[config.mk]
export PLATFORM = sky130hd
export DESIGN_NAME = seq_divider_flat
export DESIGN_NICKNAME = d
export VERILOG_FILES = /design/src/rtl/seq_divider_if.sv /design/src/rtl/seq_divider.sv /design/src/flat_wrapper.sv
export SDC_FILE = /design/constraint.sdc
export NUM_CORES = 1
export LEC_CHECK = 0
export ABC_AREA = 1
export BUFFER_PORTS_ARGS = -buffer_cell sky130_fd_sc_hd__buf_4
export CELL_PAD_IN_SITES_DETAIL_PLACEMENT = 1
export CELL_PAD_IN_SITES_GLOBAL_PLACEMENT = 2
export CORE_MARGIN = 2
export CORE_UTILIZATION = 33
export DETAILED_ROUTE_END_ITERATION = 7
export PLACE_DENSITY_LB_ADDON = 0.1
export SYNTH_ARGS = -nofsm -noshare
export SYNTH_HDL_FRONTEND = slang
export SYNTH_SLANG_ARGS = --single-unit
export TNS_END_PERCENT = 1
[constraint.sdc]
create_clock -name clk -period 2.4 [get_ports clk]
set_input_delay 0.36 -clock clk [delete_from_list [all_inputs] [get_ports clk]]
set_output_delay 0.36 -clock clk [all_outputs]
set_load 0.05 [all_outputs]
[src/rtl/seq_divider_if.sv]
// Handshake and operand/result bundle for seq_divider.
// The controller side uses the master modport; the divider uses slave.
interface seq_divider_if #(
  parameter int WIDTH = 8
);
  logic             start;
  logic [WIDTH-1:0] dividend;
  logic [WIDTH-1:0] divisor;
  logic             busy;
  logic             done;
  logic [WIDTH-1:0] quotient;
  logic [WIDTH-1:0] remainder;
  logic             div_by_zero;

  modport master (
    output start, dividend, divisor,
    input  busy, done, quotient, remainder, div_by_zero
  );

  modport slave (
    input  start, dividend, divisor,
    output busy, done, quotient, remainder, div_by_zero
  );
endinterface

[src/rtl/seq_divider.sv]
// Multi-cycle unsigned restoring divider: one quotient bit per clock.
// Each trial subtraction runs through the shared n-bit add/subtract datapath.

// N-bit add/subtract unit: add_n=0 adds, add_n=1 computes a - b as a + ~b + 1.
module seq_divider_addsub #(
  parameter int N = 9
) (
  input  logic [N-1:0] a,
  input  logic [N-1:0] b,
  input  logic         add_n,
  output logic [N-1:0] sum,
  output logic         cout
);
  logic [N-1:0] b_eff;

  assign b_eff       = add_n ? ~b : b;
  assign {cout, sum} = {1'b0, a} + {1'b0, b_eff} + {{N{1'b0}}, add_n};
endmodule

module seq_divider #(
  parameter int WIDTH = 8
) (
  input  logic          clk,
  input  logic          rst_n,
  seq_divider_if.slave  bus
);
  localparam int CW = (WIDTH > 2) ? $clog2(WIDTH) : 1;

  typedef enum logic [1:0] {
    S_IDLE = 2'd0,
    S_RUN  = 2'd1,
    S_ZERO = 2'd2
  } state_e;

  state_e           state_q, state_d;
  logic [WIDTH:0]   a_q, a_d;
  logic [WIDTH-1:0] q_q, q_d;
  logic [WIDTH-1:0] d_q, d_d;
  logic [CW-1:0]    cnt_q, cnt_d;
  logic             done_q, done_d;
  logic [WIDTH-1:0] quotient_q, quotient_d;
  logic [WIDTH-1:0] remainder_q, remainder_d;
  logic             dbz_q, dbz_d;

  // Trial subtraction of the shifted partial remainder against the divisor.
  logic [WIDTH:0]   s;
  logic [WIDTH:0]   t;
  logic             no_borrow;
  logic             last_iter;

  assign s         = {a_q[WIDTH-1:0], q_q[WIDTH-1]};
  assign last_iter = (cnt_q == CW'(WIDTH - 1));

  seq_divider_addsub #(.N(WIDTH + 1)) u_addsub (
    .a     (s),
    .b     ({1'b0, d_q}),
    .add_n (1'b1),
    .sum   (t),
    .cout  (no_borrow)
  );

  // A stays below the divisor after every step, so its top bit is never
  // shifted back in; it exists only to hold the full-width trial result.
  logic unused_a_msb;
  assign unused_a_msb = a_q[WIDTH];

  always_comb begin
    // NOTE: every signal driven here gets a default first so that no path
    // through the case statement leaves it unassigned and infers a latch.
    state_d     = state_q;
    a_d         = a_q;
    q_d         = q_q;
    d_d         = d_q;
    cnt_d       = cnt_q;
    done_d      = 1'b0;
    quotient_d  = quotient_q;
    remainder_d = remainder_q;
    dbz_d       = dbz_q;

    unique case (state_q)
      S_IDLE: begin
        if (bus.start) begin
          a_d     = '0;
          q_d     = bus.dividend;
          d_d     = bus.divisor;
          cnt_d   = '0;
          state_d = (bus.divisor == '0) ? S_ZERO : S_RUN;
        end
      end

      S_RUN: begin
        if (no_borrow) begin
          a_d = t;
          q_d = {q_q[WIDTH-2:0], 1'b1};
        end else begin
          a_d = s;
          q_d = {q_q[WIDTH-2:0], 1'b0};
        end
        cnt_d = cnt_q + CW'(1);
        if (last_iter) begin
          quotient_d  = q_d;
          remainder_d = a_d[WIDTH-1:0];
          dbz_d       = 1'b0;
          done_d      = 1'b1;
          state_d     = S_IDLE;
        end
      end

      // Q still holds the captured dividend, which becomes the remainder.
      S_ZERO: begin
        quotient_d  = '1;
        remainder_d = q_q;
        dbz_d       = 1'b1;
        done_d      = 1'b1;
        state_d     = S_IDLE;
      end

      default: state_d = S_IDLE;
    endcase
  end

  // NOTE: sequential state uses non-blocking assignments so every flop
  // samples its _d value from before the edge, regardless of statement order.
  always_ff @(posedge clk or negedge rst_n) begin
    if (!rst_n) begin
      state_q     <= S_IDLE;
      a_q         <= '0;
      q_q         <= '0;
      d_q         <= '0;
      cnt_q       <= '0;
      done_q      <= 1'b0;
      quotient_q  <= '0;
      remainder_q <= '0;
      dbz_q       <= 1'b0;
    end else begin
      state_q     <= state_d;
      a_q         <= a_d;
      q_q         <= q_d;
      d_q         <= d_d;
      cnt_q       <= cnt_d;
      done_q      <= done_d;
      quotient_q  <= quotient_d;
      remainder_q <= remainder_d;
      dbz_q       <= dbz_d;
    end
  end

  assign bus.busy        = (state_q != S_IDLE);
  assign bus.done        = done_q;
  assign bus.quotient    = quotient_q;
  assign bus.remainder   = remainder_q;
  assign bus.div_by_zero = dbz_q;
endmodule

[src/flat_wrapper.sv]
// flat-port wrapper written by rule: the top's interface ports become plain ports
module seq_divider_flat 
#(
  parameter int WIDTH = 8
)
  (clk, rst_n, bus_start, bus_dividend, bus_divisor, bus_busy, bus_done, bus_quotient, bus_remainder, bus_div_by_zero);
  seq_divider_if #(.WIDTH(WIDTH)) bus_i ();
  input  logic clk;
  input  logic rst_n;
  input wire logic [$bits(bus_i.start)-1:0] bus_start;
  input wire logic [$bits(bus_i.dividend)-1:0] bus_dividend;
  input wire logic [$bits(bus_i.divisor)-1:0] bus_divisor;
  output wire logic [$bits(bus_i.busy)-1:0] bus_busy;
  output wire logic [$bits(bus_i.done)-1:0] bus_done;
  output wire logic [$bits(bus_i.quotient)-1:0] bus_quotient;
  output wire logic [$bits(bus_i.remainder)-1:0] bus_remainder;
  output wire logic [$bits(bus_i.div_by_zero)-1:0] bus_div_by_zero;
  assign bus_i.start = bus_start;
  assign bus_i.dividend = bus_dividend;
  assign bus_i.divisor = bus_divisor;
  assign bus_busy = bus_i.busy;
  assign bus_done = bus_i.done;
  assign bus_quotient = bus_i.quotient;
  assign bus_remainder = bus_i.remainder;
  assign bus_div_by_zero = bus_i.div_by_zero;
  seq_divider #(.WIDTH(WIDTH)) u_core (.clk(clk), .rst_n(rst_n), .bus(bus_i));
endmodule
# Yosys cells after proc, flatten, opt, wreduce, memory -nomap -nowiden
# Cells that the tools add are included.
# op_classes
eq_ne,5
div,0
reduce_logical,9
multipliers,0
n_shift,0
n_addsub,3
n_bitwise,1
n_lt_le_gt_ge,0
n_mux,20
# ops
cell,count
$pmux 8 s2,4
$mux 8,5
$add 10x1->10 const B,1
$add 9x9->10,1
$not 8->9,1
$logic_not 8->1,1
$reduce_and 2->1,4
$mux 2,3
$pmux 3 s2,1
$reduce_bool 2->1,3
$pmux 1 s2,2
$pmux 2 s2,1
$add 3x1->3 const B,1
$eq 3x3->1 const B,1
$mux 1,3
$mux 3,1
$eq 2x1->1 const B,1
$eq 2x2->1 const B,1
$logic_not 2->1,1
$ne 2x1->1 const B,1
$ne 2x2->1 const B,1
# totals
ff_bits,47
latch_bits,0
memories,0
mem_bits_rw,0
mem_bits_ro,0
wordCells,47
inputBits,19

# Depth between registers and ports, before layout
# depth
word_depth,6
ltp_mapped,13
ltp_nobuf,12

# Cells and area by module
# From an unflattened synthesis, not the netlist that was laid out.
# hier_totals
hier_cells,372
area_unflattened_um2,2813.9
# modules_own_cells
module,instances,cells_each,seq_area_each_um2,area_each_um2
seq_divider,1,282,1176.1,2262.2
seq_divider_addsub,1,90,0.0,551.8

# Least setup slack after synthesis
# No wires, ideal clock.
# synth_path
path_type,register to register
startpoint,register u_core.state_q[0]
endpoint,register u_core.cnt_q[1]
path_stages_with_launch,8
t_required_ps,2279
setup_time_ps,121
t_arrival_ps,1722
path_slack_ps,557
n_path_buf,0
cell_sequence,dfrtp_1 -> inv_1 -> ha_1 -> inv_1 -> or2_2 -> nand2_1 -> clkinv_1 -> a22o_1
# synth_via
elab_chain_cells,3
# synth_rtl
item,line_no,source
"start, declared",seq_divider.sv:35,"state_e state_q, state_d;"
"start signal, assigned",seq_divider.sv:136,state_q <= state_d;
$eq 2x1->1 or $logic_not 2->1 (tied branches),seq_divider.sv:80,unique case (state_q)
$reduce_bool 2->1 (no source line) or $ne 2x2->1 (tied branches),n/a,
$reduce_and 2->1 (no source line),n/a,
"end signal, assigned",seq_divider.sv:140,cnt_q <= cnt_d;
"end, declared",seq_divider.sv:39,"logic [CW-1:0] cnt_q, cnt_d;"
# Several ways; a longest one is shown, not always the timed one.
# A chain may end at the register's enable or synchronous reset.

# Worst setup path after layout
# layout_path
startpoint,register u_core.a_q[2]
endpoint,"register u_core.remainder_q[0], in the netlist u_core.bus.remainder[0]"
# layout_via
elab_chain_cells,5
# layout_rtl
item,line_no,source
"start, declared",seq_divider.sv:36,"logic [WIDTH:0] a_q, a_d;"
"start signal, assigned",seq_divider.sv:127,a_q <= '0;
"start signal, assigned",seq_divider.sv:137,a_q <= a_d;
$add 9x9->10,seq_divider.sv:17,"assign {cout, sum} = {1'b0, a} + {1'b0, b_eff} + {{N{1'b0}}, add_n};"
$add 10x1->10,seq_divider.sv:17,
$mux 8,seq_divider.sv:92,if (no_borrow) begin
$mux 8,seq_divider.sv:100,if (last_iter) begin
$pmux 8 s2,seq_divider.sv:80,
"end signal, assigned",seq_divider.sv:143,remainder_q <= remainder_d;
"end, declared",seq_divider.sv:42,"logic [WIDTH-1:0] remainder_q, remainder_d;"
# Every way passes these cells. The select of a mux whose other input is x is not followed.

==> flow_metrics.tcl <==
set metrics [dict create \
    hold_viol_final 0 \
    postCtsHoldBufs 0 \
    maxSlewViolCount 0 \
    cts_buffers 5 \
    mappedNetlistArea_um2 2691 \
    wl_per_cell_um 14.77 \
    finalNetCount 418 \
    grt_setup_unrepaired "no" \
    cts_tree "built" \
    reg2reg_depth 11 \
    setup_violations 0 \
    place_congestion 0.7570 \
    syn-num-nets 379 \
    period_needed_ns 1.922 \
    drc 0 \
    yosysTopAreaCellShare 0.4370 \
    core_um2 7807 \
    slew_headroom 0.5729 \
    crit_path_start_kind "flop" \
    area_growth_pct 17.99 \
    critPathRequiredTime_ns 2.60 \
    yosys_warnings 0 \
    ios 38 \
    leakagePower_nw 1.773 \
    max_cap_viol_count 0 \
    synth_cell_types 31 \
    drt_iter0_markers 45 \
    port-buffer-count 37 \
    grt_pass1_vias 2414 \
    root_buffer "clkbuf_8" \
    synth_edf_count 0 \
    synth_area_leader_cell "dfrtp_1" \
    critPathTopFamily "simple AND/OR/NAND/NOR gates" \
    ant_nets 0 \
    path_cells "ha_1 > nand2_2 > inv_1 > nand2_2 > nand2_1 > nand2_4 > nand3_4 > nand2_1 > nand3_1 > nand2_1 > nand2_1" \
    synth_area_leaders "dfrtp_1 (44%), nand2_1 (17%), inv_1 (7.1%)" \
    cts.reportedPaths.clkPinSlew_ns 0.10 \
    outcome "complete, no violations" \
    grt.total_usage 0.1749 \
    fmax_mhz 520.4 \
    rows 32 \
    final_layout_size_suffix_gt1_frac 0.1606 \
    path_class "flop to flop" \
    syn_inst 346 \
    power_density_nw_per_um2 1365 \
    insertion_delay_ns 0.30 \
    ir_drop_mv 0.6829 \
    cp_max_fo 13 \
    synth-seq-cells 47 \
    fp.dieW_um 94.31 \
    clock_sinks 47 \
    vias 2333 \
    rrSetupSlack_ns 0.48 \
    setup_tns_ns 0 \
    fin_worst_skew_ns 0.01039 \
    post-place-cells 480 \
    arrival_ns 2.12 \
    synthFlopType "dfrtp_1" \
    dieHeight_um 94.31 \
    cpPeakStageDelay_ns 0.43 \
    stdcell_count 488 \
    hp-class "input port to asynchronous set/reset pin" \
    min_period_over_period 0.8007 \
    grt_pass1_wl_um 11980 \
    cts.repair.resized 0 \
    h-tree-depth 2 \
    syn_area_per_cell_um2 7.778 \
    synth_most_common_cell "nand2_1" \
    firstDrtPassIters 6 \
    r2r_end "u_core.bus.remainder[0]" \
    dp_hpwl_um 5443 \
    critPathCaptureType "flop" \
    drt_wl_total_um 7206 \
    tightest_slew_ns 0.6406 \
    crit_buf_inv 1 \
    cp_common_cell "nand2_1" \
    antenna_found_initial 0 \
    cpMaxStageDelayCell "dfrtp_1" \
    antennaDiodeCount 0 \
    postSynth.asyncResetShare 1.000 \
    cts_buffer_depth 2 \
    seq_area_frac_synth 0.4370 \
    via_per_inst 4.781 \
    dieArea_um2 8894 \
    initial_core_util 0.3447 \
    cts_setup_buffers 0 \
    yosys-top-cells-count "nand2_1 (121), inv_1 (51), dfrtp_1 (47)" \
    grt_max_degree 48 \
    reg2reg_from "u_core.a_q[2]" \
    globalRoute.totalOverflow 0 \
]
-- stage by stage --
step	setup slack [ns]	instance area, um2	util	hold WS, ns	power [mW]
final	0.4784	3176	0.4067	0.06485	4.334
after global routing	0.2851	3176	0.4067	0.1240	4.744
after CTS	0.4474	3176	0.4067	0.09739	4.405
after detailed placement	0.4473	3080	0.3946	0.4368	3.864
after global placement	0.4809	3080	0.3946	0.4461	3.843
after floorplan	0.5571	2691	-	0.06441	3.172
-- layer usage --
layer  vias to the layer above  part of all wire  GRT usage
li1                       1179                 -          -
met1                      1114              0.50     0.2358
met2                        35              0.47     0.3006
met3                         5             0.028    0.02889
met4                         0            0.0060    0.02899
met5                         -                 0          0
-- registers in the layout, indices dropped and copies added, names as in the netlist --
name,flops
u_core.state_q,2
u_core.bus.remainder,8
u_core.a_q,8
u_core.d_q,8
u_core.bus.done,1
u_core.cnt_q,3
u_core.q_q,8
u_core.bus.quotient,8
u_core.bus.div_by_zero,1
-- cell type report --
type | count | area, um2
Clock buffer | 7 | 86.33
Clock inverter | 1 | 8.758
Fill cell | 973 | 4632
Inverter | 53 | 198.9
Multi-Input combinational cell | 238 | 1277
Sequential cell | 47 | 1176
Tap cell | 102 | 127.6
Timing Repair Buffer | 40 | 300.3
-- power breakdown --
group	internal (mW)	total, mW	switching [mW]	leakage, nW
sequential	1.08	1.26	0.180	0.619
combinational	0.826	2.55	1.72	1.11
clock	0.237	0.527	0.290	0.0484
-- layout by cell type, fill, tap and decap left out, drive strengths merged --
| cell | netlist | layout |
|---|---|---|
| nand2 | 126 | 126 |
| inv | 52 | 52 |
| dfrtp | 47 | 47 |
| buf | 2 | 40 |
| o21ai | 39 | 39 |
| nand3 | 17 | 17 |
| ha | 13 | 13 |
| nand4 | 11 | 11 |
| a21oi | 9 | 9 |
| nor2 | 8 | 8 |
| clkbuf | 6 | 7 |
| or2 | 3 | 3 |
| o22ai | 2 | 2 |
| a22o | 2 | 2 |
| nand3b | 2 | 2 |
| xor2 | 2 | 2 |
| clkinv | 1 | 2 |
| a21boi | 1 | 1 |
| o32ai | 1 | 1 |
| xnor2 | 1 | 1 |
| fa | 1 | 1 |
-- kinds of logic after synthesis --
family,Yosys count,share of synthesized area
flops,47,0.4370
fa+ha+maj,14,0.06788
compound gates,54,0.1190
buf+inv,61,0.08832
xor+xnor,3,0.009765
simple gates,167,0.2780
-- worst max-delay path by stage --
stage	start	to	cells past startpoint
after CTS	u_core.state_q[1]	u_core.bus.remainder[7]	10
final	u_core.a_q[2]	u_core.bus.remainder[0]	11
after global routing	u_core.state_q[1]	u_core.bus.remainder[7]	10
after global placement	u_core.a_q[3]	u_core.bus.remainder[1]	11
after floorplan	u_core.state_q[0]	u_core.cnt_q[1]	7
after detailed placement	u_core.state_q[1]	u_core.bus.remainder[7]	10
(Power assumes the default switching activity.)
